### src/rtl/rijndael_mixcolumns_iter.sv
// rijndael_mixcolumns_iter: iterative AES/Rijndael MixColumns engine.
// One column is transformed per clock through a single shared 4-byte
// datapath; a ready/valid handshake frames input and output.
// Optional macro RIJNDAEL_INV_MIXCOLUMNS_EN adds InvMixColumns support,
// selected per operation by in_inverse. Without it only the forward
// transform is built and in_inverse is ignored.
`default_nettype none

module rijndael_mixcolumns_iter #(
   parameter int NB = 4,
   localparam int STATESIZE = 32 * NB
) (
   input  logic                 clk,
   input  logic                 rst_n,
   input  logic                 in_valid,
   output logic                 in_ready,
   input  logic                 in_inverse,
   input  logic [STATESIZE-1:0] in_state,
   output logic                 out_valid,
   input  logic                 out_ready,
   output logic [STATESIZE-1:0] out_state
);

   localparam int CW = $clog2(NB);
   localparam logic [CW-1:0] LAST_COL = CW'(NB - 1);

   typedef enum logic [1:0] {IDLE, BUSY, DONE} state_t;

   state_t               state_reg, state_next;
   logic [CW-1:0]        col_reg, col_next;
   logic [STATESIZE-1:0] work_reg, work_next;

   logic [31:0] cols [NB];
   logic [31:0] col_in;
   logic [31:0] col_out;
   logic [7:0]  a  [4];
   logic [7:0]  fw [4];

   // Multiply by x (0x02) in GF(2^8) modulo 0x11B.
   function automatic logic [7:0] xt(input logic [7:0] b);
      return {b[6:0], 1'b0} ^ (b[7] ? 8'h1b : 8'h00);
   endfunction

   // Split the working register into columns; column 0 sits at the MSBs.
   generate
      for (genvar gi = 0; gi < NB; gi++) begin : g_cols
         assign cols[gi] = work_reg[STATESIZE-1-32*gi -: 32];
      end
   endgenerate

   assign col_in = cols[col_reg];

   // Forward MixColumns: row r = 2*a[r] ^ 3*a[r+1] ^ a[r+2] ^ a[r+3].
   generate
      for (genvar gi = 0; gi < 4; gi++) begin : g_fwd
         assign a[gi]  = col_in[31-8*gi -: 8];
         assign fw[gi] = xt(a[gi]) ^ xt(a[(gi+1)%4]) ^ a[(gi+1)%4]
                       ^ a[(gi+2)%4] ^ a[(gi+3)%4];
      end
   endgenerate

`ifdef RIJNDAEL_INV_MIXCOLUMNS_EN
   logic       mode_reg, mode_next;
   logic [7:0] m2 [4];
   logic [7:0] m4 [4];
   logic [7:0] m8 [4];
   logic [7:0] iv [4];

   // Inverse MixColumns built from repeated doubling:
   // 0e = 8^4^2, 0b = 8^2^1, 0d = 8^4^1, 09 = 8^1.
   generate
      for (genvar gi = 0; gi < 4; gi++) begin : g_inv
         assign m2[gi] = xt(a[gi]);
         assign m4[gi] = xt(m2[gi]);
         assign m8[gi] = xt(m4[gi]);
         assign iv[gi] = (m8[gi] ^ m4[gi] ^ m2[gi])
                       ^ (m8[(gi+1)%4] ^ m2[(gi+1)%4] ^ a[(gi+1)%4])
                       ^ (m8[(gi+2)%4] ^ m4[(gi+2)%4] ^ a[(gi+2)%4])
                       ^ (m8[(gi+3)%4] ^ a[(gi+3)%4]);
      end
   endgenerate

   assign col_out = mode_reg ? {iv[0], iv[1], iv[2], iv[3]}
                             : {fw[0], fw[1], fw[2], fw[3]};

   // Mode is captured at accept and held for the whole operation.
   always_ff @(posedge clk or negedge rst_n) begin
      if (!rst_n) mode_reg <= 1'b0;
      else        mode_reg <= mode_next;
   end

   // Next mode: sample in_inverse only on accept.
   always_comb begin
      mode_next = mode_reg;
      if (state_reg == IDLE && in_valid) mode_next = in_inverse;
   end
`else
   logic unused_inverse;
   assign unused_inverse = in_inverse;
   assign col_out = {fw[0], fw[1], fw[2], fw[3]};
`endif

   assign in_ready  = (state_reg == IDLE);
   assign out_valid = (state_reg == DONE);
   assign out_state = work_reg;

   // State, column counter and working register.
   always_ff @(posedge clk or negedge rst_n) begin
      if (!rst_n) begin
         state_reg <= IDLE;
         col_reg   <= '0;
         work_reg  <= '0;
      end else begin
         state_reg <= state_next;
         col_reg   <= col_next;
         work_reg  <= work_next;
      end
   end

   // Next-state logic: accept in IDLE, one column per BUSY cycle, hold in DONE.
   always_comb begin
      state_next = state_reg;
      col_next   = col_reg;
      work_next  = work_reg;
      unique case (state_reg)
         IDLE: begin
            if (in_valid) begin
               work_next  = in_state;
               col_next   = '0;
               state_next = BUSY;
            end
         end
         BUSY: begin
            for (int i = 0; i < NB; i++) begin
               if (col_reg == CW'(i)) work_next[STATESIZE-1-32*i -: 32] = col_out;
            end
            if (col_reg == LAST_COL) state_next = DONE;
            else                     col_next   = col_reg + 1'b1;
         end
         DONE: begin
            if (out_ready) state_next = IDLE;
         end
         default: state_next = IDLE;
      endcase
   end

endmodule

`default_nettype wire

### config.mk
export PLATFORM = sky130hd
export DESIGN_NAME = rijndael_mixcolumns_iter
export DESIGN_NICKNAME = d
export VERILOG_FILES = /design/src/rtl/rijndael_mixcolumns_iter.sv
export SDC_FILE = /design/constraint.sdc
export NUM_CORES = 1
export LEC_CHECK = 0
export ABC_AREA = 0
export BUFFER_PORTS_ARGS = -buffer_cell sky130_fd_sc_hd__buf_2
export CAP_MARGIN = 25
export CORE_MARGIN = 3
export CORE_UTILIZATION = 41
export CTS_BUF_LIST = sky130_fd_sc_hd__clkbuf_8
export DETAILED_ROUTE_END_ITERATION = 12
export PLACE_DENSITY = 0.66
export SYNTH_ARGS = -nofsm -noshare
export SYNTH_HDL_FRONTEND = slang
export SYNTH_SLANG_ARGS = --single-unit
### constraint.sdc
create_clock -name clk -period 4.8 [get_ports clk]
set_clock_uncertainty 0.15 [all_clocks]
set_input_delay 0.48 -clock clk [delete_from_list [all_inputs] [get_ports clk]]
set_output_delay 0.48 -clock clk [all_outputs]
set_load 0.1 [all_outputs]
After elaboration in Yosys (flattened, before gate mapping)

Index checks and enable logic that the tools add are counted.

Output and inout port bits: 130
Register bits: 132
Bits of input ports: 133
Word-level logic and storage cells: 70

Add/sub/neg operators: 1
Reductions and logical operators: 9
Bitwise gates (word level): 21
$lt $le $gt $ge: 1
Mux-type cells: 20
Eq/ne operators: 12

Operators by type and width:

| cell                | number |
|---|---|
| $pmux 128 s2        | 1 |
| $mux 32             | 6 |
| $mux 128            | 1 |
| $xor 8x8->8         | 16 |
| $bmux 32 s2         | 1 |
| $xor 8x5->8         | 4 |
| $mux 5              | 4 |
| $reduce_and 3->1    | 6 |
| $ne 2x2->1 const B  | 6 |
| $mux 2              | 5 |
| $eq 2x2->1 const B  | 3 |
| $pmux 2 s3          | 1 |
| $eq 2x1->1 const B  | 2 |
| $logic_not 2->1     | 2 |
| $pmux 2 s2          | 1 |
| $ge 3x3->1 const B  | 1 |
| $not 2->3           | 1 |
| $add 2x1->2 const B | 1 |
| $ne 2x1->1 const B  | 1 |
| $reduce_bool 2->1   | 1 |

Depth between registers and ports, before layout

Depth after elaboration: 12
Gate-level depth with buffers: 9

Least setup slack after synthesis

OpenSTA, ideal clock, no wires.

Path type: reg-to-output
Start point: register state_reg[1]
End point: output out_valid
Data required time: 4170 ps
Slack: 2217 ps
Stages on the path, launching flop included: 3
Arrival time: 1953 ps
Path buffers: 1
Cells stage by stage: dfrtp_1 -> clkbuf_1 -> nor2b_1

Cells in the longest elaborated chain, start to end: 1

RTL lines:

| what                   | line | RTL |
|---|---|---|
| from (decl)            | 29   | `state_t state_reg, state_next;` |
| from (signal assigned) | 114  | `state_reg <= state_next;` |
| $eq 2x2->1             | 104  | `assign out_valid = (state_reg == DONE);` |
| to (decl)              | 19   | `output logic out_valid,` |

No other way between the ends.

Worst setup path in the final report

Start point: register col_reg[0]
End point: register work_reg[30], in the netlist out_state[30]

Cells in the longest elaborated chain, start to end: 11
Elaborated cells on any way between the ends: 15
Classes of those cells: 2 x eq/ne; 5 x mux; 7 x bitwise; 1 x reduce/logical

RTL lines:

| what                                       | line | RTL |
|---|---|---|
| from (decl)                                | 30   | `logic [CW-1:0] col_reg, col_next;` |
| from (signal assigned)                     | 115  | `col_reg <= col_next;` |
| $not 2->3 (implied by the code)            | 51   | `assign col_in = cols[col_reg];` |
| $bmux 32 s2                                | 51   |  |
| $mux 32 (implied by the code) (2 in a row) | 51   |  |
| $xor 8x5->8                                | 41   | `return {b[6:0], 1'b0} ^ (b[7] ? 8'h1b : 8'h00);` |
| $xor 8x8->8 (2 in a row)                   | 57   | `assign fw[gi] = xt(a[gi]) ^ xt(a[(gi+1)%4]) ^ a[(gi+1)%4]` |
| $xor 8x8->8 (2 in a row)                   | 58   | `^ a[(gi+2)%4] ^ a[(gi+3)%4];` |
| $mux 32                                    | 135  | `if (col_reg == CW'(i)) work_next[STATESIZE-1-32*i -: 32] = col_out;` |
| $pmux 128 s2                               | 125  | `unique case (state_reg)` |
| to (signal assigned)                       | 116  | `work_reg <= work_next;` |
| to (decl)                                  | 31   | `logic [STATESIZE-1:0] work_reg, work_next;` |

Several ways; a longest one is shown, not always the timed one. The select of a mux whose other input is x is not followed.
A chain may end at the register's enable or synchronous reset.

==> impl_metrics.env <==
export IMPL_gp_congestion=0.872
export IMPL_setup_viol=0
export IMPL_yosys_area_top_type_share_pct=38.8
export IMPL_cts_tree="built"
export IMPL_cts_resized=0
export IMPL_synth_top_cell_by_area="dfrtp_1"
export IMPL_wl_per_cell_um=21.7
export IMPL_nets=1081
export IMPL_ant_nets=0
export IMPL_antenna_found_initial=0
export IMPL_synth_xor_area_share_pct=15.8
export IMPL_critPathCaptureType="flip-flop"
export IMPL_mostFrequentLayoutCells="260 x buf_2, 130 x dfrtp_1, 128 x and2_1, 128 x mux2i_1, 79 x o21ai_1"
export IMPL_cp_arrival_ns=3.34
export IMPL_drv_cap=0
export IMPL_synth_area_leaders="dfrtp_1 39%, mux2i_1 15%, and2_1 9.4%"
export IMPL_synth_nets=835
export IMPL_die_h_um=150
export IMPL_hold_path_class="in2reg"
export IMPL_io_pins=263
export IMPL_dieArea_sq_um=22500
export IMPL_grt_pass1_vias=6641
export IMPL_die_w_um=150
export IMPL_crit_fanout=23
export IMPL_clockRootBuffer="clkbuf_8"
export IMPL_status="completed"
export IMPL_postSynthCellCount=698
export IMPL_tightest_slew_ns=0.904
export IMPL_core_sq_um=20300
export IMPL_synth_simple_area_share_pct=10.4
export IMPL_crit_slowest_cell="dfrtp_2"
export IMPL_grt_max_degree=129
export IMPL_synth_area_per_cell_sq_um=12.2
export IMPL_maxSlewViolCount=0
export IMPL_drcViolationCount=0
export IMPL_yosysWarningCount=0
export IMPL_fin_crit_ns=3.12
export IMPL_synth_top_family_by_area="multiplexers"
export IMPL_slowest_delay_ns=0.71
export IMPL_mostFrequentLayoutCell="buf_2"
export IMPL_port_buffers=261
export IMPL_dp_hpwl_um=19100
export IMPL_max_freq_mhz=321
export IMPL_post_place_cells=1193
export IMPL_grt_overflow_total=0
export IMPL_syn_cell_area_sq_um=8510
export IMPL_drive_gt1_share_pct=37.4
export IMPL_routed_wl_um=26600
export IMPL_firstDrtPassIters=7
export IMPL_clock_latency_ns=0.46
export IMPL_crit_path_start_kind="flip-flop"
export IMPL_area_delta_synth_final_pct=24.4
export IMPL_start_util_pct=41.9
export IMPL_relSlewSlack_pct=39.6
export IMPL_grt_usage_pct=23.8
export IMPL_synth_compound_area_share_pct=8.03
export IMPL_rows=52
export IMPL_crit_type="reg2reg"
export IMPL_antennaDiodeCount=0
export IMPL_crit_required_ns=5.02
export IMPL_seq_area_frac_synth_pct=38.8
export IMPL_synthAdderAreaFrac_pct=0.588
export IMPL_final_hold_viol_count=0
export IMPL_min_period_over_period_pct=64.9
export IMPL_via_count=6475
export IMPL_cp_cell_sequence="buf_12, mux4_2, xor2_1, xor3_1, o21ai_1"
export IMPL_stdcell_count=1227
export IMPL_cts_inserted_buffers=17
export IMPL_synth_cell_types=28
export IMPL_tns_ns=0
export IMPL_synth_seq_cells=132
export IMPL_synthMuxAreaShare_pct=23.5
export IMPL_via_per_inst=5.28
export IMPL_grt_pass1_wl_um=39600
export IMPL_cts_sinks=132
export IMPL_drtIter0Drc=326
export IMPL_rsz0062_at_grt="no"
export IMPL_clock_tree_buffer_depth=2
export IMPL_path_clk_slew_ns=0.08
export IMPL_htree_levels=4
export IMPL_largest_register_ff_count=128
metrics by stage:
| step | utilization, % | hold WS [ns] | instance area [sq um] | worst slack [ns] |
|---|---|---|---|---|
| after floorplan | - | 0.0344 | 8510 | 2.22 |
| after global placement | 49.8 | 0.349 | 10100 | 1.70 |
| after detailed placement | 49.8 | 0.366 | 10100 | 1.66 |
| after CTS | 52.0 | 0.116 | 10600 | 1.63 |
| after global routing | 52.1 | 0.126 | 10600 | 1.50 |
| final | 52.1 | 0.144 | 10600 | 1.68 |
logic make-up (layout without fill, tap and decap cells):
kind of cell / after synthesis / count (layout)
flops: 132 / 132
mux: 160 / 160
compound gates: 135 / 135
fa+ha+maj: 4 / 4
xor+xnor: 70 / 70
buf+inv: 51 / 310
simple gates: 146 / 146
area by class of cell:
class / instances / area [sq um]
tap: 270 / 338
clock buffer: 20 / 275
multi-input combinational: 515 / 5020
fill: 1859 / 9710
timing repair buffer: 276 / 1470
sequential: 132 / 3310
inverter: 2 / 7.51
clock inverter: 12 / 176
layer usage:
metal / share of wire (%) / up-vias / wire length [um] / GRT usage, %
li1: - / 2981 / - / -
met1: 44 / 3214 / 11700 / 32.7
met4: 2.0 / 0 / 535 / 7.00
met2: 48 / 243 / 12800 / 38.7
met5: 0 / - / 0 / 0
met3: 5.7 / 37 / 1520 / 4.30
cells in the mapped netlist (all sizes together):
cell and count:
a21oi 5, mux4 32, dfrtp 132, xor2 13
nor2b 2, buf 10, and2 128, o21ai 128
mux2i 128, xnor3 35, ha 4, nand2b 4
nand2 9, clkbuf 39, o2bb2ai 1, inv 2
xor3 9, a31o 1, xnor2 13, nor2 3
worst paths after layout:
path / start / endpoint / slack (ns) / depth (start not counted)
worst max-delay path: col_reg[0]$_DFFE_PN0P_ / out_state[30]$_DFFE_PN0P_ / 1.68 / 5
worst min-delay path: out_ready / state_reg[1]$_DFFE_PN0P_ / 0.14 / 3
worst max register to register: col_reg[0]$_DFFE_PN0P_ / out_state[30]$_DFFE_PN0P_ / 1.68 / 5
worst min register to register: out_state[70]$_DFFE_PN0P_ / out_state[70]$_DFFE_PN0P_ / 0.38 / 2
max in group asynchronous: rst_n / out_state[61]$_DFFE_PN0P_ / 2.91 / 3
min in group asynchronous: rst_n / out_state[12]$_DFFE_PN0P_ / 0.49 / 2
worst max-delay path: cells and delay by family, from the launching register on:
kind / cells / cell delay (ns)
XOR/XNOR: 2 / 1.01
flip-flops: 1 / 0.71
multiplexers: 1 / 0.64
buffers and inverters: 1 / 0.29
AO/OA/AOI/OAI: 1 / 0.18
what timing repair did:
item | in CTS | in global routing
setup buffers | 0 | 0
hold endpoints to repair | 88 | 0
hold buffers | 1 | 0
Power is not shown: default switching activity piles up to over one toggle a cycle in this logic, so the estimate is an artifact.
